<file path="src/rtl/alu_arbiter.sv">
// rtl/alu_arbiter.sv - two-requester round-robin front end for a shared combinational ALU
// One op in flight: grant/latch, ISSUE, CAPTURE, DONE; result held until the next capture.
module alu_arbiter #(
    parameter int WIDTH = 4
) (
    input  logic             clk,
    input  logic             rst,
    input  logic             req0,
    input  logic             req1,
    input  logic [WIDTH-1:0] a0,
    input  logic [WIDTH-1:0] b0,
    input  logic [WIDTH-1:0] a1,
    input  logic [WIDTH-1:0] b1,
    input  logic [2:0]       sel0,
    input  logic [2:0]       sel1,
    output logic             gnt0,
    output logic             gnt1,
    output logic [WIDTH-1:0] alu_A,
    output logic [WIDTH-1:0] alu_B,
    output logic [1:0]       alu_op,
    output logic             alu_mode,
    input  logic [WIDTH-1:0] alu_result,
    input  logic             alu_Cout,
    output logic             done0,
    output logic             done1,
    output logic [WIDTH-1:0] result_out,
    output logic             cout_out,
    output logic             busy
);
    typedef enum logic [1:0] {IDLE, ISSUE, CAPTURE, DONE} state_t;

    state_t           state_q, state_d;
    logic             rr_q, rr_d;
    logic             owner_q, owner_d;
    logic [WIDTH-1:0] alu_a_q, alu_b_q, result_q;
    logic [1:0]       op_q;
    logic             mode_q, cout_q;
    logic             grant;
    logic             win;

    // Contention goes to the rr side; a lone requester always wins.
    assign grant = (state_q == IDLE) && (req0 || req1);
    assign win   = (req0 && req1) ? rr_q : req1;

    always_ff @(posedge clk) begin
        if (rst) begin
            state_q <= IDLE;
            rr_q    <= 1'b0;
            owner_q <= 1'b0;
        end else begin
            state_q <= state_d;
            rr_q    <= rr_d;
            owner_q <= owner_d;
        end
    end

    always_comb begin
        state_d = state_q;
        rr_d    = rr_q;
        owner_d = owner_q;
        case (state_q)
            IDLE: begin
                if (grant) begin
                    state_d = ISSUE;
                    owner_d = win;
                    rr_d    = ~win;
                end
            end
            ISSUE:   state_d = CAPTURE;
            CAPTURE: state_d = DONE;
            DONE:    state_d = IDLE;
            default: state_d = IDLE;
        endcase
    end

    always_comb begin
        gnt0  = 1'b0;
        gnt1  = 1'b0;
        done0 = 1'b0;
        done1 = 1'b0;
        busy  = (state_q != IDLE);
        // Reset overrides requests and in-flight completion in the same cycle.
        if (!rst) begin
            gnt0  = grant && !win;
            gnt1  = grant && win;
            done0 = (state_q == DONE) && !owner_q;
            done1 = (state_q == DONE) && owner_q;
        end
    end

    always_ff @(posedge clk) begin
        if (rst) begin
            alu_a_q  <= '0;
            alu_b_q  <= '0;
            op_q     <= 2'b00;
            mode_q   <= 1'b0;
            result_q <= '0;
            cout_q   <= 1'b0;
        end else begin
            if (grant) begin
                alu_a_q <= win ? a1 : a0;
                alu_b_q <= win ? b1 : b0;
                op_q    <= win ? sel1[1:0] : sel0[1:0];
                mode_q  <= win ? sel1[2] : sel0[2];
            end
            if (state_q == CAPTURE) begin
                result_q <= alu_result;
                cout_q   <= alu_Cout;
            end
        end
    end

    assign alu_A      = alu_a_q;
    assign alu_B      = alu_b_q;
    assign alu_op     = op_q;
    assign alu_mode   = mode_q;
    assign result_out = result_q;
    assign cout_out   = cout_q;
endmodule
</file>
<file path="config.mk">
export PLATFORM = sky130hd
export DESIGN_NAME = alu_arbiter
export DESIGN_NICKNAME = d
export VERILOG_FILES = /design/src/rtl/alu_arbiter.sv
export SDC_FILE = /design/constraint.sdc
export NUM_CORES = 1
export LEC_CHECK = 0
export ABC_CLOCK_PERIOD_IN_PS = 1500
export CAP_MARGIN = 0
export CORE_UTILIZATION = 37
export DETAILED_ROUTE_END_ITERATION = 6
export PLACE_DENSITY = 0.77
export SKIP_LAST_GASP = 1
export SLEW_MARGIN = 15
export SYNTH_ARGS = -nofsm -noshare
export SYNTH_HDL_FRONTEND = slang
export SYNTH_SLANG_ARGS = --single-unit
export TNS_END_PERCENT = 50
</file>
<file path="constraint.sdc">
create_clock -name clk -period 1.5 [get_ports clk]
set_input_delay 0.3 -clock clk [delete_from_list [all_inputs] [get_ports clk]]
set_output_delay 0.3 -clock clk [all_outputs]
set_load 0.01 [all_outputs]
</file>
# Yosys cells after proc, flatten, opt, wreduce, memory -nomap -nowiden
# Index checks and enable logic that the tools add are counted.
dict set report totals {
  ff_bits 20
  in_bits 31
  out_inout_bits 21
  word_cells 37
}
dict set report classes {
  eq_ne 4
  n_mux 11
  bitwise_logic 1
  n_reduce_logical 12
}
# operator n
set ops {}
lappend ops {{$mux 4} 2}
lappend ops {{$pmux 2 s4} 1}
lappend ops {{$logic_and 1x1->1} 6}
lappend ops {{$mux 1} 6}
lappend ops {{$eq 2x2->1 const B} 2}
lappend ops {{$mux 2} 2}
lappend ops {{$eq 2x1->1 const B} 1}
lappend ops {{$logic_not 1->1} 2}
lappend ops {{$logic_not 2->1} 1}
lappend ops {{$ne 2x2->1 const B} 1}
lappend ops {{$reduce_and 2->1} 1}
lappend ops {{$reduce_bool 2->1} 1}
lappend ops {{$logic_or 1x1->1} 1}
lappend ops {{$not 1->1} 1}

# Logic depth before layout (Yosys ltp)
# Gate-level depths: netlist of run 1.
dict set report depth {
  word_depth 5
  mapped_depth 6
  ltp_nobuf 5
}

# Least setup slack after synthesis of run 1
# Ideal clock, no wire load.
dict set report synth_timing {
  path_type {reg-to-output}
  from {reg state_q[0]}
  to {out gnt0}
  arrival_ns 1.134
  required_ns 1.200
  slack_ns 0.066
  path_stages_with_launch 6
  n_path_buf 1
  cell_sequence {dfxtp_1 inv_1 ha_1 nand2b_2 a211oi_2 buf_6}
}
dict set report synth_via {
  elab_chain_len 4
}
# element line
set synth_lines {}
lappend synth_lines {{start, declared} 32} ;# state_t state_q, state_d;
lappend synth_lines {{start signal, assigned} 51} ;# state_q <= state_d;
lappend synth_lines {{$logic_not 2->1} 42} ;# assign grant = (state_q == IDLE) && (req0 || req1);
lappend synth_lines {{$logic_and 1x1->1} 42}
lappend synth_lines {{$logic_and 1x1->1} 84} ;# gnt0 = grant && !win;
lappend synth_lines {{$mux 1} 83} ;# if (!rst) begin
lappend synth_lines {{end, declared} 16} ;# output logic gnt0,
# No other way between the ends.

# Worst setup path after layout of run 1
dict set report layout_timing {
  from {reg state_q[0]}
  to {out gnt1}
}
dict set report layout_via {
  elab_chain_len 4
}
# element line
set layout_lines {}
lappend layout_lines {{$logic_not 2->1} 42}
lappend layout_lines {{$logic_and 1x1->1} 42}
lappend layout_lines {{$logic_and 1x1->1} 85} ;# gnt1 = grant && win;
lappend layout_lines {{$mux 1} 83}
lappend layout_lines {{end, declared} 17} ;# output logic gnt1,
# No other way between the ends.

==> results by group, run 1 <==
Routing
  – Remaining DRCs: 0
  – Drt first-iter violations: 24
  – Routed wire length per instance: 14.3 µm
  – Total wire length: 2690 µm
  – DRT Pass-1 Iters: 4
  – Routed Antenna Nets: 0
  – Vias after detailed routing: 964
  – Drt via density: 5.13

Synthesis
  – Avg Inst Size Synth: 9.55 µm²
  – Simple-Gate Fraction of Synth Area: between 15 and 20%
  – Yosys cell types: 23
  – Register area share after synthesis: a little under half
  – Synth Area in Compound Gates: 18.5%
  – Synth Instances: 93
  – Yosys warns: 0
  – Multiplexer area fraction after synthesis: about 5.6%
  – Synth top area cells: dfxtp_1 (45%), a221o_1 (12%), nor3_1 (6.2%)
  – Main combinational cell family by area after synthesis: simple AND/OR/NAND/NOR gates
  – Yosys reg bits: 20
  – Mapped Area: about 890 µm²
  – Net count after synthesis: 127
  – Post-synth top area share: 45.1%
  – Post-Synth Adder-Cell Area: between 4 and 5%
  – Synth Area in XOR/XNOR: 0%
  – Yosys top cell by area: dfxtp_1

Clocking
  – TritonCTS clock tree: built
  – Reg clk slew, reported paths: 0.12 ns
  – Maximum clock path buffer count: 2
  – H-tree Lvls: 1
  – Root Buffer: clkbuf_4
  – Hold_buf cts: 0
  – CTS buffer count: 3
  – Clock latency on the worst-skew pair: 0.30 ns
  – CTS sink cnt: 20

Final layout
  – Area grow syn2layout: 84.6%
  – Register area: between 400 and 500 µm²
  – Area occupied by multi-input gates: 475 µm²
  – Diode count: 0
  – Layout cell share with drive strength beyond 1: 25.6%
  – Nets: around 200
  – # fillers: 159

Floorplanning
  – Core area: 2230 µm²
  – I/O pin total: 52
  – FP Rows: 17
  – Die Wd: 51 µm
  – Initial Util: 39.8%
  – Die ar.: 2600 µm²
  – Die Span Y: 51 µm

STA
  – Max-slew headroom: 76.3%
  – Fin. max-slew vios: 0
  – Clk_skew: 0.00883 ns
  – Min cycle time layout: 1.63 ns
  – Fmax: between 600 and 700 MHz
  – Post-route setup slack: -0.132 ns
  – Final Hold Violating Endpoints: 0
  – Worst Tran Pin Value: between 0.3 and 0.4 ns
  – Fin crit share: 109%
  – Final setup violating endpoints: 17
  – RSZ-0062 raised after global routing: true
  – Setup total negative slack: -0.520 ns

Critical path
  – Crit-path max FO: 3
  – Crit path arrival time: 1.33 ns
  – Critical path class: reg2out
  – Crit end category: output pin
  – Crit path required time: 1.20 ns
  – Reg-to-reg startpoint: state_q[0]$_SDFFE_PP0P_
  – CP Launch Type: flop
  – Crit path launch: state_q[0]$_SDFFE_PP0P_

GRT
  – Most Used Layer, Global Route: met2
  – GR Util met2: 38.8%
  – Total GRT Usage: 21.7%
  – Largest net degree at the start of global routing: 13
  – Number of global-route vias before repair: 905
  – Met1 Track Usage GR: 25.3%
  – Grt total ovfl: 0
  – Antenna violations before repair: 0
  – First-pass GRT wire length: 4190 µm
  – Met3 Track Usage GR: 3.87%

Status
  – Status: complete, but fails checks
  – Violated checks: setup timing

Job
  – Max Cap Viol: 0

Placed design
  – HPWL after DPL: 1850 µm
  – RePlAce Congestion: 0.795
  – Pre-CTS WS: -0.572 ns
  – IO buf count: 51

Power
  – LEAKAGE: 0.810 nW
  – Power per cell area: 1480 nW/µm²
  – Peak VDD IR: 929 µV

Hold path
  – Hold_sp: rst
  – Min-Delay Path Class: in2reg
## synthesized netlist by cell type
master    number
dfxtp_1       20
mux2i_1        5
or2_4          1
nor2b_1        1
nand2_1       11
nor3b_1        2
a211oi_1       1
a21oi_1        1
nor2_1         7
o21ai_1        1
buf_6          2
clkbuf_1       2
inv_1          4
nor3_1        11
and3b_1        1
a211oi_2       1
nand2b_2       1
a21o_1         2
ha_1           3
a221o_1       11
or3_1          1
a21oi_2        1
buf_2          3
## cells in the final DEF, fill, tap and decap left out, types with 5 or more instances in the layout
cell,instances
clkdlybuf4s50_1,34
dfxtp_1,18
buf_4,17
nand2_1,11
nor3_1,11
a221o_1,11
dlymetal6s2s_1,8
nor2_1,7
mux2i_1,5
## critical path, cell delays in order (launching register included)
cell and delay (ns):
dfxtp_2 0.34, inv_2 0.08, ha_4 0.15, nand2b_4 0.07, nor3b_2 0.22, buf_2 0.17
## area by class of cell
cell class	instances	share of cell area (%)
clock buffer	3	1.37
clock inverter	1	1.83
inverter	4	1.07
multi-input combinational	62	29.0
sequential	20	24.6
tap	28	2.14
timing repair buffer	70	40.0
## registers in the layout (all words and copies together) (netlist names)
name,cells
rr_q,1
result_out,4
alu_op,2
cout_out,1
alu_mode,1
alu_B,4
owner_q,1
state_q,2
alu_A,4
## worst paths after layout
kind,end,slack (ns),depth (start not counted)
worst min-delay path,state_q[1]$_SDFFE_PP0P_,0.44,4
worst max register to register,alu_A[1]$_SDFFE_PP0N_,0,8
worst max-delay path,gnt1,-0.13,5
worst min register to register,alu_A[3]$_SDFFE_PP0N_,0.50,1
## stage by stage
stage	total power, mW	instances	hold WS, ns	instance area (µm²)	utilization (%)
3_5_place_dp	1.82	178	0.469	1490	66.6
3_3_place_gp	1.80	178	0.460	1490	66.6
2_1_floorplan	1.26	93	0.439	888	-
6_report	2.43	188	0.439	1640	73.4
4_1_cts	2.35	186	0.508	1590	71.3
5_1_grt	2.58	188	0.416	1640	73.4
## per-layer routing
metal | routed length [µm] | up-vias
li1 | - | 465
met4 | 11 | 0
met1 | 1120 | 447
met3 | 203 | 2
met2 | 1360 | 50
met5 | 0 | -
## report_power, final
part           total (mW)  internal, mW  leakage (nW)  switching (mW)
clock network       0.439         0.270        0.0279           0.169
registers           0.771         0.683         0.165          0.0881
logic                1.22         0.684         0.617           0.541
## logic make-up (layout without fill, tap and decap cells)
family,count (synthesis),in the layout
AO/OA/AOI/OAI,18,18
buffers and inverters,11,78
multiplexers,5,5
flip-flops,20,20
AND/OR/NAND/NOR,36,36
adder cells (fa/ha/maj),3,3
## timing repair
action | 4_1_cts | 5_1_grt
resized for setup | 38 | 11
pin swaps | 3 | 1
endpoints found under the setup margin | 18 | 23
endpoints found under the hold margin | 0 | 0
cloned | 0 | 0
buffers inserted | 4 | 2
(Power assumes the default switching activity.)
==> run 2, diff against run 1 <==
--- a/config.mk
+++ b/config.mk
@@ -9,7 +9,7 @@
 export CAP_MARGIN = 0
 export CORE_UTILIZATION = 37
 export DETAILED_ROUTE_END_ITERATION = 6
-export PLACE_DENSITY = 0.77
+export PLACE_DENSITY_LB_ADDON = 0.05
 export SKIP_LAST_GASP = 1
 export SLEW_MARGIN = 15
 export SYNTH_ARGS = -nofsm -noshare
==> run 2 against run 1 <==
First-iteration DRC count is 50% lower. The run still ends with setup timing left. Core utilization is 0.056 points lower. Largest power group unchanged. Clock power is 1% higher. Setup slack better by 0.047 ns. Critical path depth stayed put. Die area stayed put. Flip-flop and latch count stayed put.
==> results by group, run 2 (synthesized netlist as in run 1, its figures left out) <==
Status
  – Status: complete, but fails checks
  – Violated checks: setup timing

Routing
  – Total wire length: 2490 µm
  – Drt first-iter violations: 12
  – Remaining DRCs: 0
  – Vias after detailed routing: approximately 940
  – Routed Antenna Nets: 0
  – Drt via density: 5.02
  – DRT Pass-1 Iters: 5
  – Routed wire length per instance: 13.3 µm

STA
  – Fmax: 631 MHz
  – Min cycle time layout: 1.59 ns
  – Worst Tran Pin Value: 0.329 ns
  – RSZ-0062 raised after global routing: true
  – Clk_skew: 0.00393 ns
  – Fin crit share: 106%
  – Final setup violating endpoints: 4
  – Post-route setup slack: -0.0852 ns
  – Max-slew headroom: 78.1%
  – Fin. max-slew vios: 0
  – Final Hold Violating Endpoints: 0

GRT
  – Antenna violations before repair: 0
  – Largest net degree at the start of global routing: 14
  – Grt total ovfl: 0
  – Total GRT Usage: 20.3%
  – First-pass GRT wire length: 3950 µm
  – Number of global-route vias before repair: 977

Floorplanning
  – Core area: 2230 µm²
  – Die ar.: ~2600 µm²
  – Die Wd: 51 µm
  – I/O pin total: 52
  – Die Span Y: 51 µm
  – FP Rows: 17
  – Initial Util: roughly 40%

Placed design
  – Pre-CTS WS: -0.599 ns
  – IO buf count: 51
  – HPWL after DPL: 1820 µm
  – RePlAce Congestion: roughly 0.67

Clocking
  – Hold_buf cts: 0
  – Root Buffer: clkbuf_4
  – CTS sink cnt: 20
  – CTS buffer count: 3
  – Maximum clock path buffer count: 2
  – TritonCTS clock tree: built
  – Clock latency on the worst-skew pair: 0.30 ns
  – Reg clk slew, reported paths: approximately 0.12 ns
  – H-tree Lvls: 1

Final layout
  – Nets: 195
  – Diode count: 0
  – Area grow syn2layout: 84.5%
  – Post-layout util: between 70% and 80%
  – Most frequent cells in the layout: clkdlybuf4s50_1 (37), dfxtp_1 (18), buf_4 (17)
  – Most common cell after layout, fill and taps aside: clkdlybuf4s50_1
  – Layout cell share with drive strength beyond 1: 25.6%

Critical path
  – CP Launch Type: flop
  – Critical path class: reg2out
  – Crit-path max FO: 3
  – Crit path arrival time: 1.29 ns
  – Crit end category: output pin
  – Crit path required time: approximately 1.2 ns

Power
  – Peak VDD IR: 995 µV
  – LEAKAGE: 0.801 nW
  – Power per cell area: 1460 nW/µm²

Hold path
  – Min-Delay Path Class: reg2reg

Job
  – Max Cap Viol: 0
[run 2: changes by cell type in the layout (fill, tap and decap cells not counted), sizes merged]
cell           before  now
clkdlybuf4s50      34   37
dlymetal6s2s        8    7
dlygate4sd2         4    2
[run 2: critical path: stages (launching register included)]
cell      delay, ns
dfxtp_2        0.35
inv_2          0.07
ha_4           0.15
nand2b_4       0.06
nor3b_2        0.19
buf_2          0.17
[run 2: power by group]
group / switching, mW / internal [mW]
sequential: 0.0879 / 0.683
clock: 0.174 / 0.270
combinational: 0.502 / 0.676
[run 2: final cells by class]
| type | instances | area (µm²) |
|---|---|---|
| tap | 28 | 35.0 |
| multi-input combinational | 62 | 468 |
| sequential | 20 | 403 |
| fill | 183 | 594 |
| clock inverter | 1 | 30.0 |
| clock buffer | 3 | 22.5 |
| timing repair buffer | 70 | 666 |
| inverter | 4 | 15.0 |
[run 2: final timing paths]
| kind | to | cells past startpoint | slack (ns) | startpoint |
|---|---|---|---|---|
| max | gnt1 | 5 | -0.09 | state_q[1]$_SDFFE_PP0P_ |
| min | result_out[0]$_SDFFE_PP0N_ | 2 | 0.50 | result_out[0]$_SDFFE_PP0N_ |
| max reg2reg | alu_A[2]$_SDFFE_PP0N_ | 7 | 0.12 | state_q[0]$_SDFFE_PP0P_ |
| min reg2reg | result_out[0]$_SDFFE_PP0N_ | 2 | 0.50 | result_out[0]$_SDFFE_PP0N_ |
[run 2: stage by stage]
stage	power [mW]	area, µm²	cells	hold WS [ns]	setup TNS (ns)
after floorplan	1.26	888	93	0.439	0
after global placement	1.81	1510	179	0.469	-5.25
after detailed placement	1.85	1510	179	0.476	-5.73
after CTS	2.36	1600	186	0.505	-0.321
after global routing	2.51	1640	188	0.525	-0.628
final	2.39	1640	188	0.503	-0.213
[run 2: what timing repair did]
item / 4_1_cts / 5_1_grt
resized for setup: 35 / 8
endpoints found under the setup margin: 14 / 24
setup buffers: 3 / 2
pin swaps: 2 / 1
hold endpoints to repair: 0 / 0
[run 2: layer usage]
layer  global-route usage, %  routed length (µm)  up-vias  share of wire, %
met2                    42.3                1360       35                54
met5                       0                   0        -                 0
met1                    18.5                 982      437                39
met4                    4.17                  14        0              0.56
li1                        -                   -      469                 -
met3                    6.25                 137        2               5.5
